<file path="src/rtl/systolic_psum_writeback.sv">
// Realigns the staircase-skewed psum columns of the systolic array so that one
// output row is written into every psum SRAM bank in the same cycle at one address.
module systolic_psum_writeback #(
  parameter int unsigned PE_COL   = 4,
  parameter int unsigned BIT_ADDR = 10,
  parameter int unsigned BIT_PSUM = 32
) (
  input  logic                         CLK,
  input  logic                         RST,
  input  logic                         i_Start,
  input  logic [BIT_ADDR-1:0]          i_Base_Addr,
  input  logic [BIT_ADDR-1:0]          i_Num_Rows,
  input  logic [BIT_PSUM*PE_COL-1:0]   i_Psum,
  input  logic [PE_COL-1:0]            i_Psum_Valid,
  output logic [BIT_ADDR*PE_COL-1:0]   o_Psram_Addr,
  output logic [BIT_PSUM*PE_COL-1:0]   o_Psram_Din,
  output logic [PE_COL-1:0]            o_Psram_En,
  output logic [PE_COL-1:0]            o_Psram_Wea,
  output logic                         o_Busy,
  output logic                         o_Done,
  output logic                         o_Err
);

  typedef enum logic [1:0] {
    S_IDLE = 2'd0,
    S_RUN  = 2'd1,
    S_DONE = 2'd2
  } state_e;

  logic [PE_COL-1:0]          v_al;
  logic [BIT_PSUM*PE_COL-1:0] d_al;

  // Column c waits PE_COL-1-c cycles so all columns of a row line up with the last one.
  for (genvar c = 0; c < PE_COL; c++) begin : g_col
    localparam int unsigned DEPTH = PE_COL - 1 - c;
    if (DEPTH == 0) begin : g_pass
      assign v_al[c]                         = i_Psum_Valid[c];
      assign d_al[c*BIT_PSUM +: BIT_PSUM]    = i_Psum[c*BIT_PSUM +: BIT_PSUM];
    end else begin : g_dly
      logic [DEPTH-1:0]    vld_q;
      logic [BIT_PSUM-1:0] dat_q [DEPTH];

      always_ff @(posedge CLK or posedge RST) begin
        if (RST) begin
          vld_q <= '0;
          for (int unsigned k = 0; k < DEPTH; k++) begin
            dat_q[k] <= '0;
          end
        end else begin
          vld_q[0] <= i_Psum_Valid[c];
          dat_q[0] <= i_Psum[c*BIT_PSUM +: BIT_PSUM];
          for (int unsigned k = 1; k < DEPTH; k++) begin
            vld_q[k] <= vld_q[k-1];
            dat_q[k] <= dat_q[k-1];
          end
        end
      end

      assign v_al[c]                      = vld_q[DEPTH-1];
      assign d_al[c*BIT_PSUM +: BIT_PSUM] = dat_q[DEPTH-1];
    end
  end

  state_e                     state_q, state_d;
  logic [BIT_ADDR-1:0]        addr_q, addr_d;
  logic [BIT_ADDR-1:0]        cnt_q, cnt_d;
  logic                       err_q, err_d;
  logic                       done_q, done_d;
  logic                       busy_q, busy_d;
  logic                       en_q, en_d;
  logic [BIT_ADDR-1:0]        wr_addr_q, wr_addr_d;
  logic [BIT_PSUM*PE_COL-1:0] din_q, din_d;
  logic                       v_all, v_any;

  assign v_all = &v_al;
  assign v_any = |v_al;

  // Job sequencing and registered SRAM write request.
  always_comb begin
    state_d   = state_q;
    addr_d    = addr_q;
    cnt_d     = cnt_q;
    err_d     = err_q;
    done_d    = 1'b0;
    en_d      = 1'b0;
    wr_addr_d = wr_addr_q;
    din_d     = din_q;

    unique case (state_q)
      S_IDLE: begin
        if (i_Start) begin
          err_d = 1'b0;
          if (i_Num_Rows != '0) begin
            addr_d  = i_Base_Addr;
            cnt_d   = i_Num_Rows;
            state_d = S_RUN;
          end else begin
            // Empty job: pulse done right away; DONE must not pulse a second time.
            done_d  = 1'b1;
            state_d = S_DONE;
          end
        end
      end
      S_RUN: begin
        if (v_all) begin
          en_d      = 1'b1;
          wr_addr_d = addr_q;
          din_d     = d_al;
          addr_d    = addr_q + BIT_ADDR'(1);
          cnt_d     = cnt_q - BIT_ADDR'(1);
          if (cnt_q == BIT_ADDR'(1)) begin
            state_d = S_DONE;
          end
        end else if (v_any) begin
          err_d = 1'b1;
        end
      end
      S_DONE: begin
        done_d  = ~done_q;
        state_d = S_IDLE;
      end
      default: begin
        state_d = S_IDLE;
      end
    endcase

    busy_d = (state_d == S_RUN);
  end

  always_ff @(posedge CLK or posedge RST) begin
    if (RST) begin
      state_q   <= S_IDLE;
      addr_q    <= '0;
      cnt_q     <= '0;
      err_q     <= 1'b0;
      done_q    <= 1'b0;
      busy_q    <= 1'b0;
      en_q      <= 1'b0;
      wr_addr_q <= '0;
      din_q     <= '0;
    end else begin
      state_q   <= state_d;
      addr_q    <= addr_d;
      cnt_q     <= cnt_d;
      err_q     <= err_d;
      done_q    <= done_d;
      busy_q    <= busy_d;
      en_q      <= en_d;
      wr_addr_q <= wr_addr_d;
      din_q     <= din_d;
    end
  end

  assign o_Psram_Addr = {PE_COL{wr_addr_q}};
  assign o_Psram_Din  = din_q;
  assign o_Psram_En   = {PE_COL{en_q}};
  assign o_Psram_Wea  = {PE_COL{en_q}};
  assign o_Busy       = busy_q;
  assign o_Done       = done_q;
  assign o_Err        = err_q;

endmodule

</file>
<file path="config.mk">
export PLATFORM = sky130hd
export DESIGN_NAME = systolic_psum_writeback
export DESIGN_NICKNAME = d
export VERILOG_FILES = /design/src/rtl/systolic_psum_writeback.sv
export SDC_FILE = /design/constraint.sdc
export NUM_CORES = 1
export LEC_CHECK = 0
export BUFFER_PORTS_ARGS = -buffer_cell sky130_fd_sc_hd__buf_2
export CAP_MARGIN = 10
export CORE_UTILIZATION = 25
export DETAILED_ROUTE_END_ITERATION = 6
export SYNTH_ARGS = -nofsm -noshare
export SYNTH_HDL_FRONTEND = slang
export SYNTH_SLANG_ARGS = --single-unit
export TNS_END_PERCENT = 20
</file>
<file path="constraint.sdc">
create_clock -name CLK -period 10.2 [get_ports CLK]
set_input_delay 1.02 -clock CLK [delete_from_list [all_inputs] [get_ports CLK]]
set_output_delay 1.02 -clock CLK [all_outputs]
set_load 0.01 [all_outputs]
</file>
Yosys cells after proc, flatten, opt, wreduce, memory -nomap -nowiden
Cells that the tools add are included.
{ "classes": {"n_eq_ne": 9, "bitwise": 1, "mux": 22, "add_sub_neg": 2, "reduce_logical": 8} }
{ "ops": {"columns": ["cell", "count"], "rows": [
  ["$mux 10", 6],
  ["$pmux 10 s2", 2],
  ["$reduce_and 4->1", 3],
  ["$add 10x1->10 const B", 1],
  ["$eq 10x1->1 const B", 1],
  ["$ne 2x2->1 const B", 5],
  ["$reduce_bool 10->1", 1],
  ["$sub 10x1->10 const B", 1],
  ["$mux 2", 4],
  ["$mux 1", 7],
  ["$reduce_and 5->1", 1],
  ["$eq 2x1->1 const B", 2],
  ["$pmux 1 s2", 2],
  ["$pmux 2 s2", 1],
  ["$reduce_or 4->1", 1],
  ["$eq 2x2->1 const B", 1],
  ["$logic_not 2->1", 1],
  ["$reduce_bool 2->1", 1],
  ["$not 1->1", 1]
]} }
{ "word_totals": {"wordCells": 60, "in_bits": 155, "output_inout_bits": 179, "reg_bits": 362} }

Longest topological paths before layout
{ "logic_depth": {"depth_word": 5, "ltp_mapped": 7, "depth_no_buf": 5} }

Least setup slack after synthesis
OpenSTA, ideal clock, no wires.
{ "synth_path": {"path_kind": "input-to-reg", "start": "input port i_Num_Rows[4]", "end": "register cnt_q[8]", "n_path_buf": 1, "cell_stages": 5, "required_ps": 10113, "arrival_time_ps": 2088, "setup_slack_ps": 8025, "setup_time_ps": 87, "cell_sequence": "nor4_2 > a31oi_4 > or2_1 > buf_2 > a22oi_1"} }
{ "synth_between": {"elab_chain_cells": 3} }
{ "synth_rtl": {"columns": ["element", "line", "text"], "rows": [
  ["start, declared", "12", "input logic [BIT_ADDR-1:0] i_Num_Rows,"],
  ["$reduce_bool 10->1", "93", "if (i_Num_Rows != '0) begin"],
  ["$ne 2x2->1 (no line)", null, null],
  ["$reduce_and 4->1 (no line)", null, null],
  ["end signal, assigned", "144", "cnt_q <= cnt_d;"],
  ["end, declared", "66", "logic [BIT_ADDR-1:0] cnt_q, cnt_d;"]
]} }
No other way between the ends.
A chain may end at the register's enable or synchronous reset.

Worst setup path in the final report
{ "layout_path": {"start": "register state_q[0]", "end": "register wr_addr_q[6]"} }
{ "layout_between": {"elab_chain_cells": 2} }
{ "layout_rtl": {"columns": ["element", "line", "text"], "rows": [
  ["start, declared", "64", "state_e state_q, state_d;"],
  ["start signal, assigned", "142", "state_q <= state_d;"],
  ["$eq 2x1->1", "89", "unique case (state_q)"],
  ["$reduce_and 5->1 (no line)", null, null],
  ["end signal, assigned", "149", "wr_addr_q <= wr_addr_d;"],
  ["end, declared", "71", "logic [BIT_ADDR-1:0] wr_addr_q, wr_addr_d;"]
]} }
No other way between the ends.

==> impl_results.md <==
* Ports at ~330
* Setup Fix Bufs, Post-CTS at 0
* Max transition margin at 26.8%
* Ys flop type: dfrtp_1
* CTS tree: yes
* Slowest cell on the critical path: buf_4
* Cells after Synth at ~700
* Power density over cell area at approximately 240 nW/um^2
* RePlAce Congestion at around 0.77
* Vias in the first global route at about 7300
* Setup WS post-layout at roughly 7.4 ns
* Fin crit period at ~2.8 ns
* Die Span Y at about 220 um
* Layout cell share with drive strength beyond 1 at approximately half
* Via Count at ~6900
* CP bufs+invs at 3
* Diode count at 0
* H-tree depth at 2
* Worst-path fanout max at 70
* Area Overhead vs Synth at 28.1%
* Final setup viols at 0
* Post-DRT Antenna Nets at 0
* Ys Warns at 0
* NumNets Final at roughly 1200
* Worst VDD drop at 141 uV
* Die width at between 200 and 250 um
* Cell Chain, Critical Path: buf_4 > nand2b_4 > nor2_4 > buf_4 > buf_4 > mux2_2
* Placed cells at about 1600
* CP max stage delay at about 0.80 ns
* Tot GR Track Use at between 10% and 20%
* Clock Sink Count at 362
* Status: completed
* Crit share post-route at between 20% and 30%
* Max Slew Vio Count at 0
* Grt total ovfl at 0
* Worst Hold Class: reg2reg
* Post_cts resized at 0
* Vias/cell at between 4 and 5
* Most frequent cells in the layout: dfrtp_1, buf_2, mux2_2
* Cell Area, Placed at 14000 um^2
* IO buf count at ~330
* Most Frequent Cell on Critical Path: buf_4
* Crit. End Element: register
* Number of synthesized register bits at between 300 and 400
* Synth cell types at between 40 and 50
* Die area at 48800 um^2
* Fin. Hold Viols at 0
* Ys async rst share at between 90% and 100%
* Setup_tns at 0 ns
* Commonest non-fill, non-tap cell in the layout: dfrtp_1
* CTS buffer count at 40
* Highest clock rate at around 360 MHz
* Placement Setup Slack at 6.80 ns
* CP Data Arrival Time at between 3 and 4 ns
* Total iterations of the first detailed-routing run at 4
* Starting Density at 25.5%
* Clock transition at path regs at around 0.06 ns
* Type of the worst setup path: reg2reg
* Worst endpoint required time at 10.62 ns
* Layout Cells excl Fill at around 1700
* Later-pin clock latency in the skew report at 0.55 ns
* Wirelength per Cell at ~15 um
* Pleak at ~0.0072 uW
* Mapped cell area at 12000 um^2
* Worst path top cell family by delay: buffers and inverters
* Initial antenna violation count at 5
* CTS Root Cell: clkbuf_16
* First-pass GRT wire length at approximately 41 mm
* Detailed Route WL at roughly 25 mm
* Area of the core at ~47000 um^2
* Post-DP HPWL at approximately 17 mm
* Clock tree buffer depth at 3
* Largest net degree at the start of global routing at between 150 and 200
* Final Cell Area at roughly 15000 um^2
* EDFF count, synth at 0
* # rows at between 70 and 80
* RSZ-0062 raised after global routing: no
* Max-cap violations at 0
* Worst slew pin tran at 1.10 ns
* Register area share after synthesis at 75.6%
* Crit path launch type: register
* Hold buffers post-CTS at 0
* Mapped Nets at about 870
* Remaining DRCs at 0
* Fillers at about 4600
* Setup Skew at 0.0174 ns
* Initial detailed-routing violation count at slightly above 400
* Avg Inst Size Synth at 16.7 um^2
==> cell type report <==
type	count	area, um^2	share of cell area [%]
sequential	362	9060	59.0
tap	607	759	4.95
inverter	20	78.8	0.514
multi-input combinational	269	2400	15.7
clock buffer	52	1120	7.28
timing repair buffer	339	1740	11.3
clock inverter	19	189	1.23
==> worst paths after layout <==
| path | depth (start not counted) | slack [ns] | to | from |
|---|---|---|---|---|
| worst min register to register | 0 | 0.34 | d_al[58] | g_col[1].g_dly.dat_q[58] |
| min in group asynchronous | 2 | 0.38 | o_Psram_Din[53] | RST |
| max in group asynchronous | 3 | 8.53 | o_Psram_Din[5] | RST |
| worst min-delay path | 0 | 0.34 | d_al[58] | g_col[1].g_dly.dat_q[58] |
| worst max-delay path | 6 | 7.42 | wr_addr_q[6] | state_q[0] |
| worst max register to register | 6 | 7.42 | wr_addr_q[6] | state_q[0] |
==> synth_stat cells (2+ instances only) <==
library cell,instances,share of area [%]
a21oi_1,9,0.38
a22oi_1,7,0.44
a2bb2oi_1,6,0.44
a311oi_1,2,0.15
a31oi_1,6,0.31
and3_1,4,0.21
buf_2,10,0.42
buf_4,48,3.0
clkbuf_1,6,0.19
dfrtp_1,362,76
ha_1,3,0.31
inv_1,19,0.60
mux2_2,138,13
nand2_1,6,0.19
nand3_1,9,0.38
nand4_1,3,0.16
nor2_1,13,0.41
nor2_4,2,0.19
nor3_1,7,0.29
nor3b_1,2,0.13
nor4_1,4,0.21
nor4_2,2,0.21
o211ai_1,2,0.13
o21ai_0,6,0.25
o21ai_1,5,0.21
o22a_1,2,0.15
o22ai_1,13,0.68
o2bb2ai_1,3,0.22
or3_1,3,0.16
==> metal layers <==
metal,vias to the layer above,part of all wire [%],track usage [%]
li1,3072,-,-
met1,3480,42,12.9
met2,234,47,16.8
met3,65,7.5,3.70
met4,10,3.4,4.92
met5,-,0.27,0
==> power by group <==
group	internal [uW]	switching, uW	total, uW
Clock	832	588	1420
Sequential	1630	117	1750
Combinational	279	301	581
Total	2750	1010	3750
==> worst register-to-register path, delay by kind of cell, from the launching register on <==
kind	cells	cell delay, ns
buffers and inverters	3	1.61
muxes	1	0.47
DFF	1	0.32
and+or+nand+nor	2	0.28
==> state kept, by name, summed over array words and instances (netlist names) <==
register / count
o_Busy: 1
o_Err: 1
addr_q: 10
wr_addr_q: 10
o_Done: 1
en_q: 1
o_Psram_Din: 128
g_col.g_dly.vld_q: 6
cnt_q: 10
state_q: 2
g_col.g_dly.dat_q: 128
d_al: 64
==> kinds of logic after synthesis <==
group                      count (synthesis)  synth area share [%]
buffers and inverters                     85                  4.33
adders and majority gates                  3                 0.313
DFF                                      362                  75.6
AOI/OAI and AO/OA                         65                  3.73
muxes                                    139                  13.1
and+or+nand+nor                           62                  2.98
==> per-stage QoR <==
stage / total power [uW] / hold slack, ns / utilization (%)
after floorplan: 2140 / 0.331 / -
after global placement: 2350 / 0.332 / 29.9
after detailed placement: 2370 / 0.335 / 29.9
after CTS: 3840 / 0.334 / 32.7
after global routing: 3950 / 0.351 / 32.7
final: 3750 / 0.342 / 32.7
No activity file was read; power rests on OpenSTA's default activity.
